===== src/rtl/fredkin_defs.sv =====
// fredkin_defs
//   Shared definitions for the reversible-logic library.
//   A Fredkin gate is a controlled swap: with control c low the data inputs
//   pass straight through (x=a, y=b); with c high they swap (x=b, y=a).
//   Tying one data input to a constant turns the gate into AND, OR or NOT.
//   Also provides FREDKIN_CMP_W(m), the bit width needed to hold m-1, used
//   for the terminal-count compare constant.

`ifndef FREDKIN_DEFS_MACROS
`define FREDKIN_DEFS_MACROS
`define FREDKIN_CMP_W(m) (((m) > 2) ? $clog2(m) : 1)
`endif

package fredkin_defs;

  // Which classical function a Fredkin gate is configured to perform
  typedef enum logic [1:0] {
    FK_AND  = 2'd0,
    FK_OR   = 2'd1,
    FK_NOT  = 2'd2,
    FK_PASS = 2'd3
  } fk_sel_e;

  // Constant ties used on the spare data input of a configured gate
  localparam logic TIE0 = 1'b0;
  localparam logic TIE1 = 1'b1;

  // First data output of a Fredkin gate (the control passes through unchanged)
  function automatic logic fredkin_x(input logic c, input logic a, input logic b);
    return c ? b : a;
  endfunction

  // Second data output of a Fredkin gate
  function automatic logic fredkin_y(input logic c, input logic a, input logic b);
    return c ? a : b;
  endfunction

  // Fredkin gate wired up as a two-input (or one-input) classical gate.
  //   AND : y with b tied 0   -> c & a
  //   OR  : x with b tied 1   -> c | a
  //   NOT : y with a=0, b=1   -> ~c
  //   PASS: x with c tied 0   -> a
  function automatic logic fredkin_gate(input fk_sel_e sel, input logic c, input logic a);
    logic r;
    r = 1'b0;
    case (sel)
      FK_AND:  r = fredkin_y(c, a, TIE0);
      FK_OR:   r = fredkin_x(c, a, TIE1);
      FK_NOT:  r = fredkin_y(c, TIE0, TIE1);
      FK_PASS: r = fredkin_x(TIE0, a, c);
      default: r = 1'b0;
    endcase
    return r;
  endfunction

endpackage


===== src/rtl/fredkin_jk_cell.sv =====
// fredkin_jk_cell
//   One JK flip-flop bit with synchronous active-high reset.
//   q and qb are kept as two separate registers so the complement is a true
//   registered output rather than an inverter on q.
// Ports:
//   clk  - clock, rising edge
//   rst  - synchronous reset: q=0, qb=1
//   j,k  - JK drive: 00 hold, 01 clear, 10 set, 11 toggle
//   q,qb - stored bit and its complement

module fredkin_jk_cell (
  input  logic clk,
  input  logic rst,
  input  logic j,
  input  logic k,
  output logic q,
  output logic qb
);

  // Classic JK next-state behaviour, with reset taking priority
  always_ff @(posedge clk) begin
    if (rst) begin
      q  <= 1'b0;
      qb <= 1'b1;
    end else begin
      case ({j, k})
        2'b01:   begin q <= 1'b0; qb <= 1'b1; end
        2'b10:   begin q <= 1'b1; qb <= 1'b0; end
        2'b11:   begin q <= qb;   qb <= q;    end
        default: begin q <= q;    qb <= qb;   end
      endcase
    end
  end

endmodule


===== src/rtl/fredkin_jk_counter.sv =====
// fredkin_jk_counter
//   Synchronous mod-MODULUS counter built from WIDTH JK cells whose J/K drive
//   is steered by Fredkin-gate logic. Priority per edge: rst > load > en > hold.
//   Optional macro FREDKIN_UPDOWN_EN adds an `up` input for down counting.
// Parameters:
//   WIDTH   - counter width, 2**WIDTH >= MODULUS
//   MODULUS - count sequence is 0..MODULUS-1
// Ports:
//   clk  - clock, rising edge
//   up   - (FREDKIN_UPDOWN_EN only) 1 = count up, 0 = count down
//   rst  - synchronous active-high reset
//   en   - count enable
//   load - parallel load strobe (out-of-range din loads 0)
//   din  - parallel load value
//   q    - current count
//   qb   - registered complement of q
//   tc   - combinational terminal count, high the cycle before a wrap

module fredkin_jk_counter
  import fredkin_defs::*;
#(
  parameter int WIDTH   = 4,
  parameter int MODULUS = 10
) (
  input  logic             clk,
`ifdef FREDKIN_UPDOWN_EN
  input  logic             up,
`endif
  input  logic             rst,
  input  logic             en,
  input  logic             load,
  input  logic [WIDTH-1:0] din,
  output logic [WIDTH-1:0] q,
  output logic [WIDTH-1:0] qb,
  output logic             tc
);

  localparam int                CMPW    = `FREDKIN_CMP_W(MODULUS);
  localparam logic [CMPW-1:0]   LAST_N  = CMPW'(MODULUS - 1);
  localparam logic [WIDTH-1:0]  LAST    = WIDTH'(LAST_N);
  localparam logic [WIDTH:0]    MOD_EXT = (WIDTH + 1)'(MODULUS);
  localparam bit                POW2    = (MODULUS == (1 << WIDTH));

  logic [WIDTH-1:0] j, k;
  logic [WIDTH-1:0] tUp;
  logic [WIDTH-1:0] ldVal;
  logic             atLast;
  logic             wrapUp;

  // Up toggle chain: bit i toggles when en and all lower bits are 1
  assign tUp[0] = en;
  for (genvar i = 1; i < WIDTH; i++) begin : g_up_chain
    assign tUp[i] = fredkin_gate(FK_AND, q[i-1], tUp[i-1]);
  end

  assign atLast = (q == LAST);

  // A full power-of-two range rolls over naturally, so no wrap steering
  if (POW2) begin : g_up_nowrap
    assign wrapUp = 1'b0;
  end else begin : g_up_wrap
    assign wrapUp = en & atLast;
  end

  // Out-of-range load values collapse to 0
  assign ldVal = ({1'b0, din} < MOD_EXT) ? din : '0;

`ifdef FREDKIN_UPDOWN_EN
  logic [WIDTH-1:0] tDn;
  logic             atZero;
  logic             wrapDn;

  // Down toggle chain: bit i toggles when en and all lower bits are 0
  assign tDn[0] = en;
  for (genvar i = 1; i < WIDTH; i++) begin : g_dn_chain
    assign tDn[i] = fredkin_gate(FK_AND, qb[i-1], tDn[i-1]);
  end

  assign atZero = (q == '0);

  if (POW2) begin : g_dn_nowrap
    assign wrapDn = 1'b0;
  end else begin : g_dn_wrap
    assign wrapDn = en & atZero;
  end

  // Per-cell J/K steering: load forces the value, wraps force the endpoint
  always_comb begin
    j = '0;
    k = '0;
    if (load) begin
      j = ldVal;
      k = ~ldVal;
    end else if (up) begin
      if (wrapUp) begin
        j = '0;
        k = '1;
      end else begin
        j = tUp;
        k = tUp;
      end
    end else begin
      if (wrapDn) begin
        j = LAST;
        k = ~LAST;
      end else begin
        j = tDn;
        k = tDn;
      end
    end
  end

  assign tc = up ? (en & atLast) : (en & atZero);
`else
  // Per-cell J/K steering: load forces the value, wrap clears every bit
  always_comb begin
    j = '0;
    k = '0;
    if (load) begin
      j = ldVal;
      k = ~ldVal;
    end else if (wrapUp) begin
      j = '0;
      k = '1;
    end else begin
      j = tUp;
      k = tUp;
    end
  end

  assign tc = en & atLast;
`endif

  for (genvar i = 0; i < WIDTH; i++) begin : g_cells
    fredkin_jk_cell u_cell (
      .clk (clk),
      .rst (rst),
      .j   (j[i]),
      .k   (k[i]),
      .q   (q[i]),
      .qb  (qb[i])
    );
  end

endmodule

===== config.mk =====
export PLATFORM = sky130hd
export DESIGN_NAME = fredkin_jk_counter
export DESIGN_NICKNAME = d
export VERILOG_FILES = /design/src/rtl/fredkin_defs.sv /design/src/rtl/fredkin_jk_cell.sv /design/src/rtl/fredkin_jk_counter.sv
export SDC_FILE = /design/constraint.sdc
export NUM_CORES = 1
export LEC_CHECK = 0
export CAP_MARGIN = 20
export CORE_MARGIN = 8
export CORE_UTILIZATION = 30
export CTS_CLUSTER_DIAMETER = 200
export CTS_CLUSTER_SIZE = 16
export DETAILED_ROUTE_END_ITERATION = 6
export PLACE_DENSITY = 0.69
export SKIP_LAST_GASP = 1
export SLEW_MARGIN = 0
export SYNTH_ARGS = -nofsm -noshare
export SYNTH_HDL_FRONTEND = slang
export SYNTH_SLANG_ARGS = --single-unit

===== constraint.sdc =====
create_clock -name clk -period 2.9 [get_ports clk]
set_input_delay 0.58 -clock clk [delete_from_list [all_inputs] [get_ports clk]]
set_output_delay 0.58 -clock clk [all_outputs]
set_load 0.01 [all_outputs]

# [After elaboration in Yosys (flattened, before gate mapping)]
# Cells that the tools add are included.
[totals] register_bits=8 out_inout_bits=9
[classes] magnitude_cmp=1 eq_ne=13 muxes=16 bitwise_logic=2 n_reduce_logical=4
[op_table] op="$pmux 1 s3" n=8
[op_table] op="$mux 4" n=5
[op_table] op="$eq 2x2->1 const B" n=8
[op_table] op="$reduce_bool 3->1" n=4
[op_table] op="$eq 2x1->1 const B" n=4
[op_table] op="$eq 4x4->1 const B" n=1
[op_table] op="$lt 4x4->1 const B" n=1
[op_table] op="$not 4->4" n=1
[op_table] op="$mux 1" n=3
[op_table] op="$and 1x1->1" n=1

# [Logic depth before layout (Yosys ltp)]
[logic_depth] word_depth=7 depth_mapped=5 ltp_nobuf=4

# [Modules after synthesis]
# Synthesis repeated with hierarchy kept, for this count alone.
[hier_totals] hier_cells=60 hier_area_um2=544.3
[by_module_without_submodules] module="fredkin_jk_cell" n_inst=4 cells_per_inst=9 area_per_inst_um2=95.1
[by_module_without_submodules] module="fredkin_jk_counter" n_inst=1 cells_per_inst=24 area_per_inst_um2=163.9

# [Least setup slack after synthesis]
# No wires, ideal clock.
[synth_timing] path_type="flip-flop to output port" from="reg g_cells[1].u_cell.q" to="out tc" arrival_time_ps=991 required_time_ps=2320 slack_ps=1329 path_stages_with_launch=4 path_cell_list="dfxtp_1 -> buf_4 -> or3b_1 -> nor2_1"
[synth_between] elab_chain_cells=2
[synth_lines] element="start: declaration" line_no="fredkin_jk_cell.sv:16" source="output logic q,"
[synth_lines] element="start signal: assignment" line_no="fredkin_jk_cell.sv:29" source="2'b11: begin q <= qb; qb <= q; end"
[synth_lines] element="start signal: assignment" line_no="fredkin_jk_cell.sv:30" source="default: begin q <= q; qb <= qb; end"
[synth_lines] element="$eq 4x4->1" line_no="fredkin_jk_counter.sv:56" source="assign atLast = (q == LAST);"
[synth_lines] element="$and 1x1->1" line_no="fredkin_jk_counter.sv:131" source="assign tc = en & atLast;"
[synth_lines] element="end: declaration" line_no="fredkin_jk_counter.sv:35" source="output logic tc"
# No other way between the ends.

# [Final worst setup path]
[layout_timing] from="in en" to="out tc"
[layout_between] elab_chain_cells=1
[layout_lines] element="start: declaration" line_no="fredkin_jk_counter.sv:30" source="input logic en,"
[layout_lines] element="$and 1x1->1" line_no="fredkin_jk_counter.sv:131"
# No other way between the ends.

==> impl_metrics.yaml <==
run_status:
  status: "completed"
yosys:
  yosysSeqAreaShare: 0.326
  yosys-top-cells-area: "dfxtp_1 33%, buf_4 14%, nor2_1 5.3%"
  yosysUniqueCellTypes: 24
  syn_inst: 64
  syn-mean-instance-area_um2: 7.68
  ys_warn_count: 0
  synth_area_leader_cell: "dfxtp_1"
  syn-num-nets: 72
  ys_seq_elements: 8
  syn-cell-area_um2: 492
  yosys.area.top_type_share: 0.326
timing:
  finalHoldViolCount: 0
  tightest_slew_ns: 0.398
  rsz0062_at_grt: "false"
  min_period_ns: 2.56
  skew_ns: 0.00468
  maxSlewHeadroom: 0.734
  fin_ws_ns: 0.342
  setup_violations: 0
  max_freq_mhz: 391
  slew_viol_final: 0
  post-route-period-util: 0.882
  final.setup.tns_ns: 0
drt:
  dr_total_vias: 479
  viasPerCell: 5.38
  drt_iter0_markers: 12
  ant_nets: 0
  wl_um: 1150
  first_pass_iters: 4
  drc_errors: 0
  post_drt_wl_per_cell_um: 13.0
setup_path:
  reg2reg_depth: 4
  setup.worst_path.end_class: "output pin"
  arrival_ns: 1.98
  r2r_end: "g_cells[0].u_cell.q"
  critical_path.startpoint_type: "input port"
  crit_start: "en"
  crit_end: "tc"
  path_class: "input port to output pin"
  reg2reg_slack_ns: 1.61
  r2r-start: "g_cells[1].u_cell.q"
  cp.required_ns: 2.32
  crit_path_max_fanout: 5
pwr:
  pwr-share-comb: 0.203
  internal-power_uw: 195
  p_clk_frac: 0.334
  p_sw_uw: 72.7
  seqPwrFrac: 0.463
  vdd_drop_max_mv: 0.236
  switching_share: 0.272
  power_leakage_nw: 0.222
  cellPowerDensity_mw_per_mm2: 429
  power.total_uw: 267
global_routing:
  grt_pass1_wl_um: 2020
  grt_pass1_vias: 463
  grt_overflow: 0
  grt_max_degree: 14
  grtUsageTotal: 0.0763
  antenna_found_initial: 0
clock_tree:
  cts.sinks: 8
  numCtsBuffers: 3
  cts_root_buffer: "clkbuf_4"
  cts_tree: "done"
  ctsHoldBuffers: 0
  clk_pin_slew_worst_paths_ns: 0.05
  post_cts_buffers: 0
  cts.path.max_buffers: 2
  clk_latency_ns: 0.26
  htreeDepth: 1
  cts_resized: 0
layout:
  layout-drive-gt1-share: 0.0548
  fin_area_um2: 623
  mostFrequentLayoutCells: "16 x clkdlybuf4s50_1, 8 x dfxtp_1, 7 x nor2_1"
  nets: 83
  n_antenna_cell: 0
  syn_to_final_growth_pct: 26.7
  final_common_cell: "clkdlybuf4s50_1"
placed_design:
  post-place-ws_ns: 0.346
  globalplace.congestion: 0.946
  portBuffers: 16
  place_area_um2: 601
  hpwlAfterDp_um: 919
run:
  maxCapViolCount: 0
die:
  die_area_mm2: 0.00319
  row_count: 14
  start_util: 0.323
  ios: 17
  fp.dieH_um: 56.5
  die_w_um: 56.5
  core_area_mm2: 0.00152
min_path:
  hp-class: "register to register"
power by group through the flow:
| stage | clock network, mW | logic (mW) | registers (mW) |
|---|---|---|---|
| final | 0.0892 | 0.0541 | 0.124 |
| after detailed placement | 0 | 0.0541 | 0.126 |
| after global placement | 0 | 0.0537 | 0.126 |
| after floorplan | 0 | 0.0358 | 0.123 |
| after CTS | 0.0882 | 0.0541 | 0.124 |
| after global routing | 0.0970 | 0.0597 | 0.125 |
how the worst min path moves through the flow:
| stage | from | end | slack, ns | depth (start not counted) |
|---|---|---|---|---|
| after floorplan | g_cells[0].u_cell.qb | g_cells[0].u_cell.qb | 0.46 | 1 |
| final | g_cells[0].u_cell.qb | g_cells[0].u_cell.qb | 0.48 | 1 |
| after global routing | g_cells[0].u_cell.qb | g_cells[0].u_cell.qb | 0.51 | 1 |
| after detailed placement | g_cells[0].u_cell.qb | g_cells[0].u_cell.qb | 0.48 | 1 |
| after global placement | g_cells[0].u_cell.qb | g_cells[0].u_cell.qb | 0.49 | 1 |
| after CTS | g_cells[0].u_cell.qb | g_cells[0].u_cell.qb | 0.49 | 1 |
layer usage:
| layer | up-vias | global-route usage | part of all wire |
|---|---|---|---|
| li1 | 238 | - | - |
| met1 | 212 | 0.0855 | 0.44 |
| met2 | 27 | 0.111 | 0.42 |
| met3 | 2 | 0.0494 | 0.13 |
| met4 | 0 | 0.0309 | 0.011 |
| met5 | - | 0 | 0 |
final cells by class:
cell class | instances | area (um2)
Timing Repair Buffer | 16 | 160
Inverter | 2 | 7.51
Multi-Input combinational cell | 44 | 253
Sequential cell | 8 | 160
Tap cell | 16 | 20.0
Fill cell | 170 | 901
Clock buffer | 3 | 22.5
state kept, by name, indices dropped and copies added (netlist names):
name,cells
g_cells.u_cell.qb,4
g_cells.u_cell.q,4
logic make-up after synthesis:
group                  Yosys count  synth area share
XOR/XNOR                         1            0.0178
AO/OA/AOI/OAI                   17             0.226
AND/OR/NAND/NOR                 24             0.229
flip-flops                       8             0.326
multiplexers                     2            0.0407
buffers and inverters           12             0.160
critical path, stage by stage:
cell and delay [ns]:
clkdlybuf4s50_1 0.54, nand2_1 0.14, nor2_1 0.16, clkdlybuf4s50_1 0.56
synthesized netlist by cell type, drive strengths merged:
library cell and n:
a21oi 4, a21o 1, o2bb2ai 1, clkbuf 1, or3b 1, a31o 1
nor2 7, dfxtp 8, inv 2, xnor2 1, nor3 2, a211o 1
o21a 1, buf 9, nand3 4, a221oi 1, mux2i 2, o31ai 1
o21ai 3, or3 1, nor2b 2, a31oi 3, and2 1, nand2 6
stage by stage:
stage,util,hold WS [ns],instances
final,0.409,0.483,89
after floorplan,-,0.459,64
after global routing,0.409,0.510,89
after detailed placement,0.394,0.480,86
after global placement,0.394,0.490,86
after CTS,0.409,0.487,89
No activity file was read; power rests on OpenSTA's default activity.
==> edit 1 (same flow settings) <==
The parameter `MODULUS` goes from 10 to 12.
--- a/src/rtl/fredkin_jk_counter.sv
+++ b/src/rtl/fredkin_jk_counter.sv
@@ -20,7 +20,7 @@
   import fredkin_defs::*;
 #(
   parameter int WIDTH   = 4,
-  parameter int MODULUS = 10
+  parameter int MODULUS = 12
 ) (
   input  logic             clk,
 `ifdef FREDKIN_UPDOWN_EN
Function: changed (Yosys sat finds a counterexample within 4 cycles, from zero or initial values and one cycle with rst high).
==> edit 1 against the unedited design <==
- power up 0.94%
- final area down 2.4%
- sequential share of layout area up 0.63 points
- sequential cell count unchanged
- wire length up 0.43%
- area after synthesis down 3.3%
- worst setup slack better by 2.4 ps
- via count down 4.2%
==> edit 1: results (changes against the unedited design) <==
metric,value,unit,change
Worst Skew,0.375,ps,-4.31 ps
vias in the first global route,454,,-1.9%
Worst Max-Slew Pin Slew,499,ps,+101 ps
share of cells above drive strength 1,6.06,%,+0.58 points
first-pass GRT wire length,1890,um,-6.5%
Worst Hold Slack,496,ps,+12.5 ps
Via density,5.60,,+4.0%
worst hold path depth,1,,unchanged
Placement Cell Area,586,um^2,-2.5%
clock-pin slew on the worst setup and hold paths,60,ps,
FF-to-FF Start,g_cells[0].u_cell.q$_SDFFE_PP0P_,,
Leak,0.221,nW,-0.11%
antenna diode count,0,,unchanged
dominant synthesized flop cell,dfxtp_1,,
Port Buffers,16,,unchanged
Worst R2R Path Depth,3,,-1
part of the Yosys area used for sequential elements,33.7,%,+1.1 points
"Net Count, Synth",65,,-9.7%
RePlAce Congestion,0.735,,-22%
Vias,459,,-4.2%
Top Registers,"g_cells.u_cell.q: 4 flops, g_cells.u_cell.qb: 4 flops",,
post-CTS resize count,0,,unchanged
peak supply drop,0.186,mV,-21%
GR Util met1,8.32,%,-0.22 points
initial antenna violation count,0,,unchanged
largest net degree at the start of global routing,17,,+3
Synth warnings,0,,unchanged
H-tree levels,1,,unchanged
synth cell count leaders,"buf_4 (8), dfxtp_1 (8), a21oi_1 (6)",,
asr flop ratio synth,0,%,unchanged
"Arr. time, crit path",1980,ps,about the same
clk root buf,clkbuf_4,,
Pre-antenna DRT Iters,5,,+1
worst-path fanout max,9,,+4
Post-Syn Instances,57,,-11%
Worst Hold Class,flip-flop to flip-flop,,
count of distinct cell types in the synthesized netlist,25,,+4.2%
hold path startpoint,g_cells[0].u_cell.qb$_SDFFE_PP1P_,,
GR Util met3,4.11,%,-0.83 points
hpwl dp,858,um,-6.6%
status,completed,,
Final Net Count,76,,-8.4%
aggregate global-route resource usage,7.40,%,-0.24 points
placed cell count,79,,-8.1%
Initial DRC Count,4,,-8
M2 GR Usage,9.78,%,-1.4 points
"Clk Latency, worst-skew pair",250,ps,
R2R setup slack,1640,ps,+30 ps
Clock Tree Buf Depth,2,,unchanged
Post-CTS Setup Bufs,0,,unchanged
WL/cell,14.1,um,+9.0%
hold endpoint,g_cells[0].u_cell.qb$_SDFFE_PP1P_,,
synth top area cells,"dfxtp_1 (34%), buf_4 (13%), a21oi_1 (6.3%)",,
Num CTS Buffers,3,,unchanged
# fillers,154,,-9.4%
Critical R2R Capture,g_cells[1].u_cell.qb$_SDFFE_PP1P_,,
## edit 1: cell types whose count changed in the layout (fill, tap and decap cells not counted), sizes merged, moves of 2 or more
cell    delta
nand3      -3
a21oi      +2
nand2      -2
nor2b      -2
mux2i      -2
nand2b     +2
nor2       -5
nand4b     +2
## edit 1: routing by layer
layer  vias up  wire length [um]
met5         -                 0
met1       208               574
met2        20               440
met4         0                24
li1        229                 -
met3         2               119
## edit 1: final cells by class
cell class	instances	area (um^2)	area share, %
multi-input combinational	37	238	39.1
sequential	8	160	26.3
timing repair buffer	16	160	26.3
clock buffer	3	22.5	3.70
tap	16	20.0	3.29
inverter	2	7.51	1.23
## edit 1: per-stage QoR
step / total power (W) / utilization [%] / setup slack (ps)
2_1_floorplan: 0.000163 / - / 1330
3_3_place_gp: 0.000184 / 39.3 / 390
3_5_place_dp: 0.000185 / 39.3 / 337
4_1_cts: 0.000277 / 40.8 / 334
5_1_grt: 0.000288 / 40.8 / 278
6_report: 0.000270 / 40.8 / 344
## edit 1: worst max-delay path by stage
stage / endpoint / from / cells past startpoint / slack [ps]
after global placement: tc / en / 4 / 390
after CTS: tc / en / 4 / 330
after floorplan: tc / en / 3 / 1330
after detailed placement: tc / en / 4 / 340
after global routing: tc / en / 4 / 280
final: tc / en / 4 / 340
## edit 1: worst max-delay path, stage by stage
cell and delay, ps:
clkdlybuf4s50_1 630, nand3_1 110, nor2_1 120, clkdlybuf4s50_1 540
## edit 1: power by group
| group | total, W | internal [W] | switching, W | leakage (nW) |
|---|---|---|---|---|
| sequential | 0.000127 | 0.000118 | 0.00000950 | 0.0663 |
| combinational | 0.0000552 | 0.0000312 | 0.0000240 | 0.141 |
| clock | 0.0000875 | 0.0000475 | 0.0000399 | 0.0138 |
| total | 0.000270 | 0.000196 | 0.0000735 | 0.221 |
## edit 1: kinds of logic after synthesis
| kind of cell | count (synthesis) | share of synthesized area [%] |
|---|---|---|
| AOI/OAI and AO/OA | 20 | 29.2 |
| buffers and inverters | 12 | 16.3 |
| and+or+nand+nor | 17 | 20.8 |
| DFF | 8 | 33.7 |
==> edit 2 (config.mk and constraints unchanged) <==
Made on the original files. Register the output `tc`, without a reset; this adds one clock of latency there. The other outputs are not delayed to match. Comments in the files are not updated.
--- a/src/rtl/fredkin_jk_counter.sv
+++ b/src/rtl/fredkin_jk_counter.sv
@@ -128,7 +128,9 @@
     end
   end
 
-  assign tc = en & atLast;
+  always_ff @(posedge clk) begin
+    tc <= en & atLast;
+  end
 `endif
 
   for (genvar i = 0; i < WIDTH; i++) begin : g_cells
Check against the original RTL: not equivalent (a bounded check fails within 4 cycles, from zero or initial values and one cycle with rst high).
==> edit 2 against the unedited design <==
- worst setup slack better by 680 ps
- power is 6.5% higher
- final area is 3.2% higher
- wire length is 1.1% higher
- cell count stayed put
- area after synthesis is 2.8% higher
- critical path depth is 3 lower
- count of clock-buffer cells in the layout is 1 higher
- sequential cell count is 1 higher
==> edit 2: results (changes against the unedited design) <==
metric,value,unit,change
worst-path fanout max,8,,+3
Via density,5.42,,+0.63%
WL/cell,13.1,um,+1.1%
GR Util met3,2.88,%,-2.1 points
Worst Skew,3.71,ps,-0.971 ps
Final Net Count,81,,-2.4%
GR Util met1,9.23,%,+0.68 points
hold endpoint,g_cells[3].u_cell.qb$_SDFFE_PP1P_,,
share of cells above drive strength 1,5.56,%,+0.076 points
f_max,532,MHz,+36%
worst hold path depth,2,,+1
largest net degree at the start of global routing,12,,-2
R2R setup slack,1550,ps,-60 ps
peak supply drop,0.159,mV,-33%
Leak,0.225,nW,+1.5%
Critical R2R Capture,g_cells[3].u_cell.qb$_SDFFE_PP1P_,,
Top Registers,"g_cells.u_cell.q: 4 flops, g_cells.u_cell.qb: 4 flops, tc: 1 flops",,
count of distinct cell types in the synthesized netlist,25,,+4.2%
status,completed,,
Relative slew margins,78.0,%,+4.6 points
Initial DRC Count,18,,+6
first-pass GRT wire length,1920,um,-5.1%
"slowest stage delay, CP",590,ps,+30 ps
M2 GR Usage,9.92,%,-1.2 points
synth cell count leaders,"dfxtp_1 (9), buf_4 (8), a21oi_1 (6)",,
aggregate global-route resource usage,7.49,%,-0.15 points
synth top area cells,"dfxtp_1 (36%), buf_4 (12%), a21oi_1 (5.9%)",,
"Net Count, Synth",70,,-2.8%
Synth top area share,35.6,%,+3.1 points
-- edit 2: how the worst max path moves through the flow --
stage                                              endpoint  slack, ps                        startpoint
final                                                  q[1]       1020  g_cells[1].u_cell.q$_SDFFE_PP0P_
after global routing                                   q[0]        950  g_cells[0].u_cell.q$_SDFFE_PP0P_
after CTS                                              q[1]       1010  g_cells[1].u_cell.q$_SDFFE_PP0P_
after detailed placement  g_cells[2].u_cell.qb$_SDFFE_PP1P_        900                              load
after global placement    g_cells[2].u_cell.qb$_SDFFE_PP1P_        940                              load
after floorplan           g_cells[2].u_cell.qb$_SDFFE_PP1P_       1550                              load
-- edit 2: stage by stage --
step	setup slack, ps	area (um^2)	std cells	total power [W]
floorplan	1550	505	62	0.000170
global placement	935	617	85	0.000189
detailed placement	896	617	85	0.000190
CTS	1010	643	89	0.000288
global route	953	643	89	0.000300
finish	1020	643	89	0.000285
-- edit 2: cell families after synthesis --
| family | Yosys count | share of synthesized area (%) |
|---|---|---|
| AOI/OAI and AO/OA | 21 | 26.0 |
| and+or+nand+nor | 19 | 22.3 |
| buffers and inverters | 13 | 16.1 |
| DFF | 9 | 35.6 |
-- edit 2: final cells by class --
cell class | count | area [um^2]
Fill cell | 178 | 1010
Clock buffer | 4 | 26.3
Timing Repair Buffer | 16 | 160
Inverter | 3 | 11.3
Multi-Input combinational cell | 40 | 244
Tap cell | 17 | 21.3
Sequential cell | 9 | 180
-- edit 2: metal layers --
metal / up-vias / share of wire [%]
li1: 237 / -
met1: 215 / 48
met2: 28 / 43
met3: 2 / 8.1
met4: 0 / 0.94
met5: - / 0
-- edit 2: where the power goes --
group           total, W  switching [W]  internal (W)  leakage, nW
clock network  0.0000976      0.0000446     0.0000531       0.0150
logic          0.0000496      0.0000212     0.0000284        0.136
registers       0.000137     0.00000741      0.000130       0.0739
